==> src/rtl/alu_program_sequencer.sv <==
// Stored-program accumulator machine: instruction memory, pc, acc/carry and IDLE/FETCH/EXEC control.
// Optional macro SEQ_BRANCH_EN enables JMP/JC; without it those opcodes decode as NOP.
module alu_program_sequencer #(
  parameter int DATA_W = 8,
  parameter int ADDR_W = 4
) (
  input  logic                clk,
  input  logic                rst,
  input  logic                prog_we,
  input  logic [ADDR_W-1:0]   prog_addr,
  input  logic [DATA_W+3:0]   prog_data,
  input  logic                start,
  input  logic                abort,
  output logic                busy,
  output logic                done,
  output logic [DATA_W-1:0]   acc_out,
  output logic                carry_out,
  output logic [ADDR_W-1:0]   pc_out
);

  localparam int DEPTH = 2 ** ADDR_W;
  localparam int IW    = DATA_W + 4;
  localparam logic [ADDR_W-1:0] PC_ONE = ADDR_W'(1);

  typedef enum logic [1:0] {
    S_IDLE  = 2'd0,
    S_FETCH = 2'd1,
    S_EXEC  = 2'd2
  } state_t;

  state_t              state_r, state_s;
  logic [IW-1:0]       mem_r [DEPTH];
  logic [IW-1:0]       ir_r;
  logic [3:0]          op_s;
  logic [DATA_W-1:0]   imm_s;
  logic [DATA_W-1:0]   acc_r, acc_s;
  logic                carry_r, carry_s;
  logic [ADDR_W-1:0]   pc_r, pc_s, pc_inc_s;
  logic [DATA_W:0]     sum_s, diff_s;
  logic                busy_r, done_r, done_s;

  assign op_s     = ir_r[IW-1:DATA_W];
  assign imm_s    = ir_r[DATA_W-1:0];
  assign pc_inc_s = pc_r + PC_ONE;
  assign sum_s    = {1'b0, acc_r} + {1'b0, imm_s};
  assign diff_s   = {1'b0, acc_r} - {1'b0, imm_s};

  // Next-state decode; abort wins over HALT so an aborted EXEC never reports done.
  always_comb begin
    state_s = state_r;
    done_s  = 1'b0;
    case (state_r)
      S_IDLE: begin
        if (start) state_s = S_FETCH;
        else       state_s = S_IDLE;
      end
      S_FETCH: begin
        if (abort) state_s = S_IDLE;
        else       state_s = S_EXEC;
      end
      S_EXEC: begin
        if (abort) begin
          state_s = S_IDLE;
        end else if (op_s == 4'b1000) begin
          state_s = S_IDLE;
          done_s  = 1'b1;
        end else begin
          state_s = S_FETCH;
        end
      end
      default: state_s = S_IDLE;
    endcase
  end

  // Instruction execute: result values committed only at a non-aborted EXEC edge.
  always_comb begin
    acc_s   = acc_r;
    carry_s = carry_r;
    pc_s    = pc_inc_s;
    case (op_s)
      4'b0000: begin acc_s = sum_s[DATA_W-1:0];  carry_s = sum_s[DATA_W];  end
      4'b0001: begin acc_s = diff_s[DATA_W-1:0]; carry_s = diff_s[DATA_W]; end
      4'b0010: begin acc_s = acc_r & imm_s; carry_s = 1'b0; end
      4'b0011: begin acc_s = acc_r | imm_s; carry_s = 1'b0; end
      4'b0100: begin acc_s = acc_r ^ imm_s; carry_s = 1'b0; end
      4'b0101: begin acc_s = ~acc_r;        carry_s = 1'b0; end
      4'b0110: begin acc_s = {acc_r[DATA_W-2:0], 1'b0}; carry_s = acc_r[DATA_W-1]; end
      4'b0111: begin acc_s = {1'b0, acc_r[DATA_W-1:1]}; carry_s = acc_r[0]; end
      4'b1000: pc_s  = pc_r;
      4'b1001: acc_s = imm_s;
`ifdef SEQ_BRANCH_EN
      4'b1010: pc_s = imm_s[ADDR_W-1:0];
      4'b1011: begin
        if (carry_r) pc_s = imm_s[ADDR_W-1:0];
        else         pc_s = pc_inc_s;
      end
`endif
      default: pc_s = pc_inc_s;
    endcase
  end

  // Control state and registered status outputs.
  always_ff @(posedge clk or negedge rst) begin
    if (!rst) begin
      state_r <= S_IDLE;
      busy_r  <= 1'b0;
      done_r  <= 1'b0;
    end else begin
      state_r <= state_s;
      busy_r  <= (state_s != S_IDLE);
      done_r  <= done_s;
    end
  end

  // Architectural registers: cleared by start, updated at EXEC commit.
  always_ff @(posedge clk or negedge rst) begin
    if (!rst) begin
      acc_r   <= {DATA_W{1'b0}};
      carry_r <= 1'b0;
      pc_r    <= {ADDR_W{1'b0}};
    end else if ((state_r == S_IDLE) && start) begin
      acc_r   <= {DATA_W{1'b0}};
      carry_r <= 1'b0;
      pc_r    <= {ADDR_W{1'b0}};
    end else if ((state_r == S_EXEC) && !abort) begin
      acc_r   <= acc_s;
      carry_r <= carry_s;
      pc_r    <= pc_s;
    end else begin
      acc_r   <= acc_r;
      carry_r <= carry_r;
      pc_r    <= pc_r;
    end
  end

  // Instruction register loaded by the synchronous memory read in FETCH.
  always_ff @(posedge clk or negedge rst) begin
    if (!rst) begin
      ir_r <= {IW{1'b0}};
    end else if (state_r == S_FETCH) begin
      ir_r <= mem_r[pc_r];
    end else begin
      ir_r <= ir_r;
    end
  end

  // Program memory write port; contents survive reset and are writable only while idle.
  always_ff @(posedge clk) begin
    if (prog_we && (state_r == S_IDLE)) begin
      mem_r[prog_addr] <= prog_data;
    end
  end

  assign busy      = busy_r;
  assign done      = done_r;
  assign acc_out   = acc_r;
  assign carry_out = carry_r;
  assign pc_out    = pc_r;

endmodule

==> config.mk <==
export PLATFORM = sky130hd
export DESIGN_NAME = alu_program_sequencer
export DESIGN_NICKNAME = d
export VERILOG_FILES = /design/src/rtl/alu_program_sequencer.sv
export SDC_FILE = /design/constraint.sdc
export NUM_CORES = 1
export LEC_CHECK = 0
export ABC_CLOCK_PERIOD_IN_PS = 4300
export CAP_MARGIN = 30
export CORE_UTILIZATION = 55
export CTS_CLUSTER_DIAMETER = 150
export DETAILED_ROUTE_END_ITERATION = 10
export GPL_TIMING_DRIVEN = 0
export HOLD_SLACK_MARGIN = 0.06
export PLACE_DENSITY = 0.73
export SKIP_LAST_GASP = 1
export SLEW_MARGIN = 10
export SYNTH_ARGS = -nofsm -noshare
export SYNTH_HDL_FRONTEND = slang
export SYNTH_SLANG_ARGS = --single-unit
==> constraint.sdc <==
create_clock -name clk -period 4.3 [get_ports clk]
set_clock_uncertainty 0.2 [all_clocks]
set_input_delay 0.645 -clock clk [delete_from_list [all_inputs] [get_ports clk]]
set_output_delay 0.645 -clock clk [all_outputs]
set_load 0.01 [all_outputs]
==> Word level (Yosys, flattened, before mapping) <==
Memories as Yosys holds them, arrays and structs flattened. A register that Yosys moved wholly into a read port is not among the register bits.
Cells that the tools add are included.
{ "classes": {"add_sub_neg": 3, "multipliers": 0, "div": 0, "magnitude_cmp": 0, "n_eq_ne": 12, "shift": 0, "n_mux": 19, "n_bitwise": 4, "reduce_logical": 15} }
{ "op_table": {"columns": ["op", "n"], "rows": [
  ["$pmux 8 s9", 1],
  ["$eq 4x3->1 const B", 4],
  ["$mux 8", 2],
  ["$mux 4", 3],
  ["$mux 1", 10],
  ["$reduce_bool 10->1", 1],
  ["$add 8x8->9", 1],
  ["$sub 8x8->9", 1],
  ["$and 8x8->8", 1],
  ["$eq 4x2->1 const B", 2],
  ["$eq 4x4->1 const B", 2],
  ["$not 8->8", 1],
  ["$or 8x8->8", 1],
  ["$xor 8x8->8", 1],
  ["$pmux 2 s3", 1],
  ["$reduce_and 2->1", 3],
  ["$reduce_bool 6->1", 1],
  ["$pmux 1 s5", 1],
  ["$add 4x1->4 const B", 1],
  ["$eq 4x1->1 const B", 1],
  ["$logic_not 4->1", 1],
  ["$reduce_bool 2->1", 2],
  ["$reduce_or 4->1", 1],
  ["$logic_and 1x1->1", 3],
  ["other kinds (6)", 7]
]} }
{ "totals": {"reg_bits": 17, "latchBits": 0, "ramBits": 192, "mem_bits_ro": 0, "in_bits": 21, "out_inout_bits": 15, "word_cells": 60, "mem_count": 1} }
{ "memory_table": {"columns": ["memory", "words", "width", "read_ports", "rd_clocked_by_memory_dff", "wr", "line", "source"], "rows": [
  ["mem_r", 16, 12, 1, 1, 1, "32", "logic [IW-1:0] mem_r [DEPTH];"]
]} }

==> Logic depth before layout (Yosys ltp) <==
Gate-level depths: netlist (run 1).
{ "logic_depth": {"word_depth": 5, "mapped_depth": 9, "mapped_depth_nobuf": 9} }

==> Worst setup path before layout (run 1) <==
OpenSTA, ideal clock, no wires.
{ "synth_path": {"kind": "register to register", "startpoint": "register acc_r[0] (netlist: acc_out[0])", "endpoint": "register acc_r[6] (netlist: acc_out[6])", "setup_ps": 129, "arrival_time_ps": 2320, "required_ps": 3971, "slack_ps": 1650, "stages_incl_launch_ff": 10, "path_buffers": 0, "period_less_slack_ps": 2650, "cell_sequence": "dfrtp_1 inv_1 ha_1 fa_1 or2_1 a221oi_2 o21bai_1 mux2_1 a311oi_1 nor3_1"} }
{ "synth_between": {"elab_chain_len": 4, "word_cells_on_any_way": 5, "classes_between": "add/sub (2); mux (3)"} }
{ "synth_lines": {"columns": ["element", "line", "source"], "rows": [
  ["from (decl)", "36", "logic [DATA_W-1:0] acc_r, acc_s;"],
  ["from (signal assigned)", "118", "acc_r <= {DATA_W{1'b0}};"],
  ["from (signal assigned)", "122", "acc_r <= {DATA_W{1'b0}};"],
  ["from (signal assigned)", "126", "acc_r <= acc_s;"],
  ["$sub 8x8->9 or $add 8x8->9 (tied branches)", "46, 45", null],
  ["$pmux 8 s9 (*)", "80", "case (op_s)"],
  ["$mux 8 (*)", "125", "end else if ((state_r == S_EXEC) && !abort) begin"],
  ["$mux 8 (*)", "121", "end else if ((state_r == S_IDLE) && start) begin"]
]} }
Every way passes the cells marked *; elsewhere a longest branch is shown, timed or not. The select of a mux whose other input is x is not followed.
A chain may end at the register's enable or synchronous reset.

==> Final worst setup path (run 1) <==
Same ends and word-level chain as after synthesis.

==> results of run 1 <==
## synthesized netlist by cell type (all sizes together), types with 3 or more instances
| library cell | n |
|---|---|
| o21bai | 3 |
| clkbuf | 22 |
| o211ai | 4 |
| nor2b | 9 |
| mux2 | 13 |
| or2 | 3 |
| a211oi | 10 |
| mux2i | 14 |
| o21ai | 22 |
| nand2 | 20 |
| dfrtp | 29 |
| edfxtp | 192 |
| mux4 | 48 |
| nand3 | 3 |
| nor3b | 3 |
| xor2 | 4 |
| buf | 17 |
| and2 | 3 |
| a221oi | 3 |
| nand2b | 9 |
| xnor2 | 7 |
| and3 | 3 |
| o22ai | 5 |
| a21oi | 30 |
| a311oi | 3 |
| ha | 25 |
| nor2 | 51 |
| inv | 28 |
| nor3 | 27 |
| a221o | 12 |
## registers in the layout, summed over array words and instances, names as in the netlist
| signal | flops |
|---|---|
| carry_out | 1 |
| acc_out | 8 |
| done | 1 |
| mem_r | 192 |
| busy | 1 |
| pc_out | 4 |
| state_r | 2 |
| ir_r | 12 |
## area by class of cell
type / count / area [um^2] / share of cell area
Timing Repair Buffer: 50 / 501.7 / 0.04279
Clock buffer: 25 / 583.1 / 0.04973
Inverter: 28 / 105.1 / 0.008964
Sequential cell: 221 / 6491 / 0.5536
Multi-Input combinational cell: 366 / 3332 / 0.2842
Tap cell: 229 / 286.5 / 0.02444
Clock inverter: 16 / 232.7 / 0.01985
Buffer: 39 / 192.7 / 0.01643
## metal layers
layer  global-route usage  routed length, um  up-vias
li1                     -                  -     2731
met1               0.3294               9105     3064
met4              0.09341                762        0
met5                    0                  0        -
met2               0.4422              11800      248
met3              0.03606               1464       57
## timing repair
action | 4_1_cts | 5_1_grt
hold buffers | 1 | 0
setup buffers | 0 | 0
gates resized for setup | 0 | 0
hold endpoints to repair | 29 | 0
## kinds of logic (layout without fill, tap and decap cells)
| logic type | count (synthesis) | count (layout) | share of synthesized area |
|---|---|---|---|
| DFF | 221 | 221 | 0.6430 |
| AOI/OAI and AO/OA | 114 | 114 | 0.07721 |
| and+or+nand+nor | 139 | 139 | 0.06593 |
| muxes | 75 | 75 | 0.1399 |
| adders and majority gates | 27 | 27 | 0.03495 |
| xor gates and xnor gates | 11 | 11 | 0.009542 |
| buffers and inverters | 67 | 158 | 0.02950 |
## worst register-to-register path, cell delays in order, from the launching register on
cell and delay (ps):
dfrtp_1 520, inv_1 130, ha_1 260, fa_1 430, or2_1 270, a221oi_2 400, o21bai_1 120, mux2_1 340
a311oi_1 330, nor3_1 100
## layout by cell type, fill, tap and decap left out, types with 3 or more instances in the layout
cell,count
edfxtp_1,192
nor2_1,49
mux4_2,36
clkdlybuf4s50_1,34
a21oi_1,30
dfrtp_1,29
inv_1,28
ha_1,25
clkbuf_1,24
nor3_1,23
clkbuf_16,23
o21ai_0,22
nand2_1,20
buf_6,16
mux2i_1,14
mux2_2,12
a221o_1,12
mux4_1,12
a211oi_1,10
nor2b_1,9
nand2b_1,9
buf_2,8
xnor2_1,7
bufinv_16,6
buf_1,5
o22ai_1,5
clkinv_2,5
nor3_2,4
o211ai_1,4
xor2_1,4
and2_1,3
and3_1,3
o21bai_1,3
a311oi_1,3
nand3_1,3
nor3b_1,3
clkinv_1,3
buf_4,3
## worst max-delay path by stage
stage / from / cells past startpoint / slack (ps) / end
finish: acc_out[0]$_DFFE_PN0P_ / 9 / 1070 / acc_out[6]$_DFFE_PN0P_
global route: acc_out[0]$_DFFE_PN0P_ / 9 / 940 / acc_out[6]$_DFFE_PN0P_
CTS: acc_out[0]$_DFFE_PN0P_ / 9 / 1090 / acc_out[6]$_DFFE_PN0P_
detailed placement: acc_out[0]$_DFFE_PN0P_ / 9 / 1110 / acc_out[6]$_DFFE_PN0P_
global placement: prog_we / 5 / 570 / mem_r[4][4]$_DFFE_PP_
floorplan: acc_out[0]$_DFFE_PN0P_ / 9 / 1650 / acc_out[6]$_DFFE_PN0P_
## report_power, final
part / switching [W] / internal [W]
combinational: 0.000952 / 0.000649
clock: 0.000797 / 0.00134
sequential: 0.000116 / 0.00243
## stage by stage
| stage | hold slack [ps] | area [um^2] | worst slack, ps | power [W] | util |
|---|---|---|---|---|---|
| global placement | 377.4 | 10730 | 570.0 | 0.004114 | 0.5975 |
| CTS | 394.2 | 11730 | 1088 | 0.006284 | 0.6527 |
| detailed placement | 380.1 | 10900 | 1112 | 0.004156 | 0.6067 |
| finish | 402.2 | 11730 | 1074 | 0.006280 | 0.6527 |
| floorplan | 149.4 | 10100 | 1650 | 0.003654 | - |
| global route | 429.4 | 11730 | 938.4 | 0.006527 | 0.6527 |
==> metrics.cfg, run 1 <==
[die]
core_um2 = 17960
dieArea_um2 = 18900
rows = 49
start_util = 0.5620
die_w_um = 137.5
ios = 36
dieHeight_um = 137.5

[routing]
first_iter_violations = 523
viasPerCell = 6.263
via_count = 6100
post_drt_wl_per_cell_um = 23.75
final_antenna_net_count = 0
dr.pass1.iters = 5
wirelength_mm = 23.13
drc_errors = 0

[yosys]
synth_seq_cells = 221
synthTopCellsByArea = edfxtp_1 (57%), mux4_2 (8.0%), dfrtp_1 (7.2%), mux4_1 (3.1%), ha_1 (3.1%)
ys_types = 56
synth_top_cell_area_share = 0.5711
synth_cells = 654
avgSynthCellArea_um2 = 15.44
ys_seq_area_frac = 0.6430
synth-edff-count = 192
ys_warn_count = 0
yosys.area.top_type = edfxtp_1
syn_area_um2 = 10100
async_reset_ff_frac = 0.1312
synth_flop_cell = edfxtp_1
syn_nets = 702

[timing]
drv_slew = 0
setup_viol = 0
fin_setup_tns_ps = 0
post-route-period-util = 0.7502
hold_viol = 0
max_freq_mhz = 310.0
timing.final.crit_period_ps = 3226
slew_headroom = 0.4463
worstMarginPinSlew_ps = 829.7
rsz0062_at_grt = no

[placement]
dp_hpwl_mm = 16.43
numPortBuffers = 35
place.gp.congestion = 0.9413
dp_cells = 932

[min_path]
hold_path_class = reg -> reg
holdPathEnd = ir_r[7]$_DFFE_PN0N_
min_from = ir_r[7]$_DFFE_PN0N_
hold_depth = 1

[clocking]
cts.root.buffer_cell = clkbuf_16
clock_latency_ps = 500
cts_buffers = 23
cts_tree = yes
htreeDepth = 1
clk_pin_slew_worst_paths_ps = 70
cts_sinks = 221
cts_buffer_depth = 3

[final_layout]
drive_gt1_frac = 0.1611
nFillCells = 1262
stdcell_count = 974
n_antenna_cell = 0
areaGrowthSynthToFinish_pct = 16.14
fin_nets = 777

[global_routing]
grt_pass1_vias = 6023
grt_pass1_wl_mm = 34.86
grt_overflow = 0
grt_start_max_net_pins = 30
antenna_found_initial = 0
grt_usage = 0.2558

[worst_setup_path]
critPathSlowestCell = dfrtp_1
crit-reg2reg-launch = acc_out[0]$_DFFE_PN0P_
max_stage_delay_ps = 520
critPathKind = reg -> reg
worstPathRequired_ps = 4470
r2r_end = acc_out[6]$_DFFE_PN0P_
timing.critical_path.buf_inv = 1
ff2ff_path_depth = 9
crit_chain = inv_1 > ha_1 > fa_1 > or2_1 > a221oi_2 > o21bai_1 > mux2_1 > a311oi_1 > nor3_1
critical-path-top-delay-family = compound AO/OA/AOI/OAI gates
rrSetupSlack_ps = 1070
cp_data_arrival_time_ps = 3400
end_kind = register
critPathMaxFanout = 6
critPathLaunchType = register

[power_and_ir_drop]
power_density_nw_per_um2 = 535.6
vdd_drop_max_mv = 0.4277
leakage_nw = 3.957

[outcome]
status = completed

[job]
max-cap-violations = 0

No activity file was read; power rests on OpenSTA's default activity.
==> run 2, diff against run 1 <==
- ABC_CLOCK_PERIOD_IN_PS: 4300 -> 3200
- clock period: 4.3 -> 3.2 ns (I/O delays scaled with it)
==> run 2 against run 1 <==
Total power increased by 35%. Sequential power up 35%. Cell count is the same. Critical path depth stayed put. Critical endpoint unchanged. Largest cell class unchanged.
==> metrics.cfg, run 2 (synthesized netlist as in run 1, its figures left out) <==
[worst_setup_path]
r2r_end = acc_out[6]$_DFFE_PN0P_
critPathMaxFanout = 6
cp_data_arrival_time_ps = 3250
critPathLaunchType = register
worstPathRequired_ps = 3370
end_kind = register
critPathKind = reg -> reg
ff2ff_path_depth = 9
rrSetupSlack_ps = 120
crit-reg2reg-launch = acc_out[0]$_DFFE_PN0P_

[placement]
place.gp.congestion = 0.9413
dp_cells = 932
dpl_cell_area_um2 = 10900
numPortBuffers = 35
dp_hpwl_mm = 16.43

[global_routing]
grt_usage = 0.2564
grt_pass1_vias = 6032
antenna_found_initial = 0
grt_overflow = 0
grt_pass1_wl_mm = 34.96
grt_start_max_net_pins = 30

[final_layout]
areaGrowthSynthToFinish_pct = 16.26
largest_register_ffs = 192
layout_common_cells = edfxtp_1 (192), nor2_1 (49), mux4_2 (36)
drive_gt1_frac = 0.1624
stdcell_count = 974
fin_nets = 777
fin_area_um2 = 11740
n_antenna_cell = 0
utilization = 0.6534
top_register = mem_r
final_common_cell = edfxtp_1

[routing]
dr.pass1.iters = 5
drc_errors = 0
via_count = 6129
post_drt_wl_per_cell_um = 23.89
wirelength_mm = 23.27
viasPerCell = 6.293
first_iter_violations = 508
final_antenna_net_count = 0

[clocking]
htreeDepth = 1
postCtsSetupBuffers = 0
cts_sinks = 221
cts_buffer_depth = 3
cts_tree = yes
cts.root.buffer_cell = clkbuf_16
cts_buffers = 23
clock_latency_ps = 500
clk_pin_slew_worst_paths_ps = 70

[die]
dieArea_um2 = 18900
core_um2 = 17960
ios = 36
die_w_um = 137.5
rows = 49
start_util = 0.5620
dieHeight_um = 137.5

[power_and_ir_drop]
power_density_nw_per_um2 = 721.5
leakage_nw = 3.965
vdd_drop_max_mv = 0.5759

[timing]
hold_viol = 0
final.hold.worst_slack_ps = 359.0
worstMarginPinSlew_ps = 828.9
rsz0062_at_grt = no
drv_slew = 0
post-route-period-util = 0.9634
setup_viol = 0
max_freq_mhz = 324.4
slew_headroom = 0.4468
timing.final.crit_period_ps = 3083

[job]
max-cap-violations = 0

[outcome]
status = completed

[min_path]
hold_path_class = in -> async

[run 2: cell counts in the layout (fill, tap and decap cells not counted)]
Identical to the previous run, type by type.
[run 2: timing repair]
item                                    CTS  global route
hold buffers                              1             0
cloned                                    0             0
endpoints found under the setup margin    1             1
gates resized for setup                   1             1
hold endpoints to repair                 29             0
[run 2: layout make-up]
| cell class | count | area (um^2) |
|---|---|---|
| Clock buffer | 25 | 583.1 |
| Multi-Input combinational cell | 366 | 3343 |
| Sequential cell | 221 | 6492 |
| Tap cell | 229 | 286.5 |
| Buffer | 39 | 192.7 |
| Clock inverter | 16 | 232.7 |
| Inverter | 28 | 105.1 |
| Fill cell | 1263 | 6226 |
| Timing Repair Buffer | 50 | 501.7 |
[run 2: worst max-delay path by stage]
stage | cells after the start | to | startpoint
2_1_floorplan | 9 | acc_out[6]$_DFFE_PN0P_ | acc_out[0]$_DFFE_PN0P_
3_5_place_dp | 9 | acc_out[6]$_DFFE_PN0P_ | acc_out[0]$_DFFE_PN0P_
4_1_cts | 9 | acc_out[6]$_DFFE_PN0P_ | acc_out[0]$_DFFE_PN0P_
6_report | 9 | acc_out[6]$_DFFE_PN0P_ | acc_out[0]$_DFFE_PN0P_
3_3_place_gp | 5 | mem_r[4][4]$_DFFE_PP_ | state_r[1]$_DFF_PN0_
5_1_grt | 9 | acc_out[6]$_DFFE_PN0P_ | acc_out[0]$_DFFE_PN0P_
[run 2: through the flow]
step	setup slack (ps)	setup TNS (ps)	power, W
floorplan	550.1	0	0.004910
global placement	-371.1	-10820	0.005528
detailed placement	11.53	0	0.005585
CTS	58.99	0	0.008462
global route	12.08	0	0.008793
finish	117.1	0	0.008469
[run 2: where the power goes]
part / switching [W] / total (W) / internal, W / leakage [nW]
logic: 0.00130 / 0.00218 / 0.000879 / 1.46
clock network: 0.00108 / 0.00288 / 0.00180 / 0.400
registers: 0.000155 / 0.00342 / 0.00326 / 2.11
total: 0.00253 / 0.00847 / 0.00594 / 3.96
[run 2: critical path, cell delays in order (launching register included)]
cell	delay (ps)
dfrtp_2	460
inv_1	100
ha_1	240
fa_1	430
or2_1	290
a221oi_4	340
o21bai_1	110
mux2_1	330
a311oi_1	340
nor3_1	100
[run 2: layer usage]
| metal | up-vias | global-route usage | share of wire |
|---|---|---|---|
| li1 | 2718 | - | - |
| met1 | 3087 | 0.3299 | 0.40 |
| met2 | 268 | 0.4442 | 0.51 |
| met3 | 56 | 0.03606 | 0.060 |
| met4 | 0 | 0.09280 | 0.032 |
| met5 | - | 0 | 0 |
